$ cat src/rtl/axi_lite_master_arbiter_if.sv
// AXI4-Lite single-master bus bundle: AW, W, B, AR and R channels.
// The master modport is the arbiter side, the slave modport the SoC side.
interface axi_lite_master_arbiter_if;
  logic [31:0] m_awaddr;
  logic        m_awvalid;
  logic        m_awready;
  logic [31:0] m_wdata;
  logic [3:0]  m_wstrb;
  logic        m_wvalid;
  logic        m_wready;
  logic [1:0]  m_bresp;
  logic        m_bvalid;
  logic        m_bready;
  logic [31:0] m_araddr;
  logic        m_arvalid;
  logic        m_arready;
  logic [31:0] m_rdata;
  logic [1:0]  m_rresp;
  logic        m_rvalid;
  logic        m_rready;

  modport master (
    output m_awaddr, m_awvalid, input m_awready,
    output m_wdata, m_wstrb, m_wvalid, input m_wready,
    input  m_bresp, m_bvalid, output m_bready,
    output m_araddr, m_arvalid, input m_arready,
    input  m_rdata, m_rresp, m_rvalid, output m_rready
  );

  modport slave (
    input  m_awaddr, m_awvalid, output m_awready,
    input  m_wdata, m_wstrb, m_wvalid, output m_wready,
    output m_bresp, m_bvalid, input m_bready,
    input  m_araddr, m_arvalid, output m_arready,
    output m_rdata, m_rresp, m_rvalid, input m_rready
  );
endinterface

$ cat src/rtl/axi_lite_master_arbiter.sv
// Two-requester AXI4-Lite master: arbitrates the data (load/store) port and
// the fetch read port onto one AXI4-Lite bus, one single-beat transaction at
// a time, and returns read data. Busy outputs are the pipeline stall sources.
// Optional macro ARB_ROUND_ROBIN_EN: round-robin between data and fetch on
// contention; default build uses fixed priority (data over fetch).
module axi_lite_master_arbiter (
  input  logic                              clk,
  input  logic                              rst,
  input  logic                              d_write_start,
  input  logic [31:0]                       d_write_addr,
  input  logic [31:0]                       d_write_data,
  input  logic [3:0]                        d_write_strobe,
  output logic                              d_write_busy,
  input  logic                              d_read_start,
  input  logic [31:0]                       d_read_addr,
  output logic [31:0]                       d_read_data,
  output logic                              d_read_busy,
  input  logic                              f_read_start,
  input  logic [31:0]                       f_read_addr,
  output logic [31:0]                       f_read_data,
  output logic                              f_read_busy,
  axi_lite_master_arbiter_if.master         m,
  output logic                              bus_error
);

  typedef enum logic [2:0] {IDLE, WR_REQ, WR_RESP, RD_REQ, RD_RESP, DONE} state_t;

  state_t state;
  logic   grant_fetch;   // 0: data port owns the bus, 1: fetch port
  logic   d_req;
  logic   pick_fetch;

  assign d_req = d_write_start || d_read_start;

`ifdef ARB_ROUND_ROBIN_EN
  logic last_fetch;      // last grant went to fetch; resets to fetch so data wins first

  // Round-robin choice: on contention serve the port not granted last.
  always_comb begin
    pick_fetch = !d_req;
    if (d_req && f_read_start) pick_fetch = !last_fetch;
  end
`else
  // Fixed priority: fetch only when the data port is idle.
  assign pick_fetch = !d_req;
`endif

  // Busy stays high until the DONE cycle of this port's own grant.
  assign d_write_busy = d_write_start && !(state == DONE && !grant_fetch);
  assign d_read_busy  = d_read_start  && !(state == DONE && !grant_fetch);
  assign f_read_busy  = f_read_start  && !(state == DONE &&  grant_fetch);

  // Transaction sequencer with registered bus outputs and read-data capture.
  always_ff @(posedge clk or posedge rst) begin
    if (rst) begin
      state       <= IDLE;
      grant_fetch <= 1'b0;
      m.m_awaddr  <= '0;
      m.m_awvalid <= 1'b0;
      m.m_wdata   <= '0;
      m.m_wstrb   <= '0;
      m.m_wvalid  <= 1'b0;
      m.m_bready  <= 1'b0;
      m.m_araddr  <= '0;
      m.m_arvalid <= 1'b0;
      m.m_rready  <= 1'b0;
      d_read_data <= '0;
      f_read_data <= '0;
      bus_error   <= 1'b0;
`ifdef ARB_ROUND_ROBIN_EN
      last_fetch  <= 1'b1;
`endif
    end else begin
      bus_error <= 1'b0;
      case (state)
        IDLE: begin
          if (d_req || f_read_start) begin
            grant_fetch <= pick_fetch;
`ifdef ARB_ROUND_ROBIN_EN
            last_fetch  <= pick_fetch;
`endif
            if (pick_fetch) begin
              m.m_araddr  <= f_read_addr;
              m.m_arvalid <= 1'b1;
              state       <= RD_REQ;
            end else if (d_write_start) begin
              // A simultaneous data read is illegal; the store wins.
              m.m_awaddr  <= d_write_addr;
              m.m_wdata   <= d_write_data;
              m.m_wstrb   <= d_write_strobe;
              m.m_awvalid <= 1'b1;
              m.m_wvalid  <= 1'b1;
              state       <= WR_REQ;
            end else begin
              m.m_araddr  <= d_read_addr;
              m.m_arvalid <= 1'b1;
              state       <= RD_REQ;
            end
          end
        end
        WR_REQ: begin
          // AW and W complete independently, in any order.
          if (m.m_awready) m.m_awvalid <= 1'b0;
          if (m.m_wready)  m.m_wvalid  <= 1'b0;
          if ((!m.m_awvalid || m.m_awready) && (!m.m_wvalid || m.m_wready)) begin
            m.m_bready <= 1'b1;
            state      <= WR_RESP;
          end
        end
        WR_RESP: begin
          if (m.m_bvalid) begin
            m.m_bready <= 1'b0;
            bus_error  <= (m.m_bresp != 2'b00);
            state      <= DONE;
          end
        end
        RD_REQ: begin
          if (m.m_arready) begin
            m.m_arvalid <= 1'b0;
            m.m_rready  <= 1'b1;
            state       <= RD_RESP;
          end
        end
        RD_RESP: begin
          if (m.m_rvalid) begin
            // Data is captured even on error or after a flush.
            m.m_rready <= 1'b0;
            bus_error  <= (m.m_rresp != 2'b00);
            if (grant_fetch) f_read_data <= m.m_rdata;
            else             d_read_data <= m.m_rdata;
            state      <= DONE;
          end
        end
        DONE:    state <= IDLE;
        default: state <= IDLE;
      endcase
    end
  end

endmodule

$ cat src/flat_wrapper.sv
// flat-port wrapper written by rule: the top's interface ports become plain ports
module axi_lite_master_arbiter_flat 
  (clk, rst, d_write_start, d_write_addr, d_write_data, d_write_strobe, d_write_busy, d_read_start, d_read_addr, d_read_data, d_read_busy, f_read_start, f_read_addr, f_read_data, f_read_busy, bus_error, m_m_awaddr, m_m_awvalid, m_m_awready, m_m_wdata, m_m_wstrb, m_m_wvalid, m_m_wready, m_m_bresp, m_m_bvalid, m_m_bready, m_m_araddr, m_m_arvalid, m_m_arready, m_m_rdata, m_m_rresp, m_m_rvalid, m_m_rready);
  axi_lite_master_arbiter_if m_i ();
  input  logic clk;
  input  logic rst;
  input  logic d_write_start;
  input  logic [31:0] d_write_addr;
  input  logic [31:0] d_write_data;
  input  logic [3:0] d_write_strobe;
  output logic d_write_busy;
  input  logic d_read_start;
  input  logic [31:0] d_read_addr;
  output logic [31:0] d_read_data;
  output logic d_read_busy;
  input  logic f_read_start;
  input  logic [31:0] f_read_addr;
  output logic [31:0] f_read_data;
  output logic f_read_busy;
  output logic bus_error;
  output wire logic [$bits(m_i.m_awaddr)-1:0] m_m_awaddr;
  output wire logic [$bits(m_i.m_awvalid)-1:0] m_m_awvalid;
  input wire logic [$bits(m_i.m_awready)-1:0] m_m_awready;
  output wire logic [$bits(m_i.m_wdata)-1:0] m_m_wdata;
  output wire logic [$bits(m_i.m_wstrb)-1:0] m_m_wstrb;
  output wire logic [$bits(m_i.m_wvalid)-1:0] m_m_wvalid;
  input wire logic [$bits(m_i.m_wready)-1:0] m_m_wready;
  input wire logic [$bits(m_i.m_bresp)-1:0] m_m_bresp;
  input wire logic [$bits(m_i.m_bvalid)-1:0] m_m_bvalid;
  output wire logic [$bits(m_i.m_bready)-1:0] m_m_bready;
  output wire logic [$bits(m_i.m_araddr)-1:0] m_m_araddr;
  output wire logic [$bits(m_i.m_arvalid)-1:0] m_m_arvalid;
  input wire logic [$bits(m_i.m_arready)-1:0] m_m_arready;
  input wire logic [$bits(m_i.m_rdata)-1:0] m_m_rdata;
  input wire logic [$bits(m_i.m_rresp)-1:0] m_m_rresp;
  input wire logic [$bits(m_i.m_rvalid)-1:0] m_m_rvalid;
  output wire logic [$bits(m_i.m_rready)-1:0] m_m_rready;
  assign m_m_awaddr = m_i.m_awaddr;
  assign m_m_awvalid = m_i.m_awvalid;
  assign m_i.m_awready = m_m_awready;
  assign m_m_wdata = m_i.m_wdata;
  assign m_m_wstrb = m_i.m_wstrb;
  assign m_m_wvalid = m_i.m_wvalid;
  assign m_i.m_wready = m_m_wready;
  assign m_i.m_bresp = m_m_bresp;
  assign m_i.m_bvalid = m_m_bvalid;
  assign m_m_bready = m_i.m_bready;
  assign m_m_araddr = m_i.m_araddr;
  assign m_m_arvalid = m_i.m_arvalid;
  assign m_i.m_arready = m_m_arready;
  assign m_i.m_rdata = m_m_rdata;
  assign m_i.m_rresp = m_m_rresp;
  assign m_i.m_rvalid = m_m_rvalid;
  assign m_m_rready = m_i.m_rready;
  axi_lite_master_arbiter u_core (.clk(clk), .rst(rst), .d_write_start(d_write_start), .d_write_addr(d_write_addr), .d_write_data(d_write_data), .d_write_strobe(d_write_strobe), .d_write_busy(d_write_busy), .d_read_start(d_read_start), .d_read_addr(d_read_addr), .d_read_data(d_read_data), .d_read_busy(d_read_busy), .f_read_start(f_read_start), .f_read_addr(f_read_addr), .f_read_data(f_read_data), .f_read_busy(f_read_busy), .m(m_i), .bus_error(bus_error));
endmodule
$ cat config.mk
export PLATFORM = sky130hd
export DESIGN_NAME = axi_lite_master_arbiter_flat
export DESIGN_NICKNAME = d
export VERILOG_FILES = /design/src/rtl/axi_lite_master_arbiter_if.sv /design/src/rtl/axi_lite_master_arbiter.sv /design/src/flat_wrapper.sv
export SDC_FILE = /design/constraint.sdc
export NUM_CORES = 1
export LEC_CHECK = 0
export CORE_AREA = 2 2 136 138
export CTS_BUF_LIST = sky130_fd_sc_hd__clkbuf_4
export CTS_CLUSTER_SIZE = 20
export DETAILED_ROUTE_END_ITERATION = 10
export DIE_AREA = 0 0 138 140
export GPL_ROUTABILITY_DRIVEN = 0
export GPL_TIMING_DRIVEN = 0
export PLACE_DENSITY_LB_ADDON = 0.08
export SYNTH_ARGS = -nofsm -noshare
export SYNTH_HDL_FRONTEND = slang
export SYNTH_SLANG_ARGS = --single-unit
$ cat constraint.sdc
create_clock -name clk -period 7.93 [get_ports clk]
set_input_delay 0.793 -clock clk [delete_from_list [all_inputs] [get_ports clk]]
set_output_delay 0.793 -clock clk [all_outputs]
set_load 0.005 [all_outputs]
==> flow_summary.ini <==
[yosys]
ys_seq_area_frac = 0.619
synth_cells = 450
avgSynthCellArea_um2 = 15.6
netlist_area_um2 = 7030
yosysWarnings = 0
ys_ff_latch = 174
synthDistinctLibCells = 32
synth_nets = 628

[critical_path]
crit_arrival_ns = 2.30
cp_top_family = buffers and inverters
worstSetupStartpointType = flop
endpoint_kind = primary output
critPathSlowestCell = clkdlybuf4s50_1
cp_max_fo = 10
max_stage_delay_ns = 0.48
worstSetupPathType = reg2out
required_ns = 7.14
crit_buf_inv = 3
crit_chain = clkbuf_1 > inv_1 > nor3b_1 > nor2b_1 > clkdlybuf4s50_1

[route]
routed_wl_um = 19100
vias = 5050
drc = 0
viasPerCell = 4.75
post_drt_wl_per_cell_um = 17.9
antenna_left = 0
dr.pass1.iters = 4
drt_iter0_markers = 132

[timing]
slew_violations = 0
fmax_mhz = 323
finalSetupViolations = 0
fin_crit_sh = 0.390
finalSetupTns_ns = 0
finClkSkew_ns = 0.0174
hold_viol = 0
rsz0062_at_grt = no
fin_crit_ns = 3.09
setup_ws_ns = 4.84
worstMarginPinSlew_ns = 0.528
max_slew_margin = 0.645
whs_ns = 0.509

[die]
io_pins = 351
initial_core_util = 0.396
placementRows = 49
die_w_um = 138
die_h_um = 140
core-area_um2 = 17800
dieArea_um2 = 19300

[cts]
cts_tree = yes
numCtsBuffers = 17
hold_buffers = 0
clk_latency_ns = 0.54
post-cts-setup-buffer-count = 0
clkSlewWorstSetupHoldPaths_ns = 0.16
cts-root-buf = clkbuf_4
htree_levels = 4
clock_sinks = 174
clockBufferDepth = 2
cts_resized = 0

[power]
pwr-share-comb = 0.460
power_density_nw_per_um2 = 337
swShare = 0.295
clkPwrFrac = 0.131
pwr-share-seq = 0.409
ir_worst_vdd_v = 0.000170
cellLeakagePower_nw = 4.67
p_int_mw = 2.64
power_switching_mw = 1.10

[outcome]
outcome = finished clean

[global_route]
overflow = 0
grt_pass1_vias = 5499
grtUsageTotal = 0.198
grt_pass1_wl_um = 30100
antenna_found_initial = 1
grt_max_degree = 103

[finish]
num-fill-cells = 1394
drive_gt1_frac = 0.298
post-route-util = 0.626
postLayoutCellArea_um2 = 11100
layout.nets = 998
area_growth_pct = 58.3
multi_input_area_um2 = 2530
seq_area_um2 = 4350

[placed_design]
placed_area_um2 = 10900
dp_slack_ns = 5.00
place_hpwl_um = 14900
portBuffers = 350

[flow_run]
maxCapViolCount = 0

[worst_hold_path]
hold_path.class = reg2reg
[worst register-to-register path: stages (launching register included)]
cell,delay (ns)
dfrtp_1,0.47
nor3_1,0.25
and2_1,0.18
buf_2,0.16
buf_2,0.27
buf_4,0.24
mux2_2,0.35
[layer usage]
| layer | global-route usage | up-vias | wire, um |
|---|---|---|---|
| met5 | 0 | - | 0 |
| met4 | 0.0704 | 0 | 427 |
| met3 | 0.0684 | 23 | 1410 |
| met2 | 0.346 | 206 | 9770 |
| met1 | 0.228 | 2464 | 7460 |
| li1 | - | 2357 | - |
[logic make-up after synthesis]
family          share of synthesized area
flops                               0.619
mux                                 0.315
buf+inv                            0.0208
simple gates                       0.0260
compound gates                     0.0190
[path summary, 6_finish.rpt]
kind	startpoint	end	slack, ns	depth (start not counted)
worst min register to register	u_core.d_read_data[25]	u_core.d_read_data[25]	0.51	1
worst min-delay path	u_core.d_read_data[25]	u_core.d_read_data[25]	0.51	1
worst max register to register	u_core.state[0]	u_core.m.m_wdata[19]	5.90	6
worst max-delay path	u_core.state[2]	d_write_busy	4.84	5
min in group asynchronous	rst	u_core.f_read_data[23]	0.68	2
max in group asynchronous	rst	u_core.m.m_araddr[17]	6.34	3
[flip-flops by register name, summed over array words and instances, names as in the netlist]
name and cells:
u_core.grant_fetch 1, u_core.m.m_awvalid 1, u_core.state 3, u_core.m.m_arvalid 1
u_core.m.m_wvalid 1, u_core.bus_error 1, u_core.f_read_data 32, u_core.m.m_wstrb 4
u_core.m.m_wdata 32, u_core.d_read_data 32, u_core.m.m_rready 1, u_core.m.m_awaddr 32
u_core.m.m_bready 1, u_core.m.m_araddr 32
[through the flow]
step	total power, mW	instances
2_1_floorplan	2.18	450
3_3_place_gp	3.26	1029
3_5_place_dp	3.31	1030
4_1_cts	3.81	1062
5_1_grt	3.99	1063
6_report	3.75	1063
[cell type report]
| class | count | share of cell area |
|---|---|---|
| sequential | 174 | 0.391 |
| timing repair buffer | 351 | 0.317 |
| multi-input combinational | 250 | 0.227 |
| tap | 229 | 0.0257 |
| clock inverter | 15 | 0.0134 |
| buffer | 23 | 0.0121 |
| clock buffer | 17 | 0.0115 |
| inverter | 3 | 0.00169 |
| antenna | 1 | 0.000225 |
[cell usage in the layout (no fill, tap or decap), types with 2 or more instances in the layout]
| cell type | n |
|---|---|
| nor2_1 | 12 |
| a21oi_1 | 5 |
| mux2_2 | 193 |
| nand2_1 | 8 |
| buf_2 | 15 |
| o2bb2ai_1 | 3 |
| mux2_1 | 3 |
| clkbuf_4 | 17 |
| nand2b_1 | 2 |
| dfrtp_1 | 174 |
| inv_8 | 5 |
| clkinv_4 | 2 |
| buf_6 | 3 |
| a31oi_1 | 4 |
| clkinvlp_4 | 2 |
| clkbuf_1 | 3 |
| clkdlybuf4s50_1 | 350 |
| inv_6 | 4 |
| inv_1 | 2 |
| clkinv_8 | 2 |
| nor2b_1 | 3 |
| buf_4 | 2 |
[synthesized netlist by cell type]
master       n  area, um^2
nor2b_1      3        18.8
or3_1        1        6.26
dfrtp_1    174        4350
nand3b_1     1        7.51
inv_1        3        11.3
nor2_1      12        45.0
buf_6        3        33.8
buf_4        2        15.0
and2_1       1        6.26
a21oi_1      5        25.0
nand2_1      8        30.0
o21ai_0      1        5.00
a31oi_1      4        25.0
a21o_1       1        7.51
o311a_1      1        10.0
nor3_1       1        5.00
nand4_1      1        6.26
mux2_2     193        2170
buf_2       15        75.1
o22a_1       1        8.76
mux2i_1      1        10.0
nand2b_1     2        12.5
nor4b_1      1        8.76
nor3_4       1        16.3
o21bai_1     1        7.51
o2bb2ai_1    3        26.3
nor4_2       1        12.5
o32a_1       1        10.0
clkbuf_1     3        11.3
mux2_1       3        33.8
a32oi_1      1        8.76
nor3b_1      1        7.51
[power groups by stage]
stage	logic [mW]	registers [mW]	clock network, mW
after floorplan	0.599	1.58	0
after global placement	1.72	1.53	0
after detailed placement	1.75	1.56	0
after CTS	1.76	1.54	0.513
after global routing	1.84	1.59	0.554
final	1.73	1.53	0.490
Note: power is estimated with default switching activity, not from simulation.
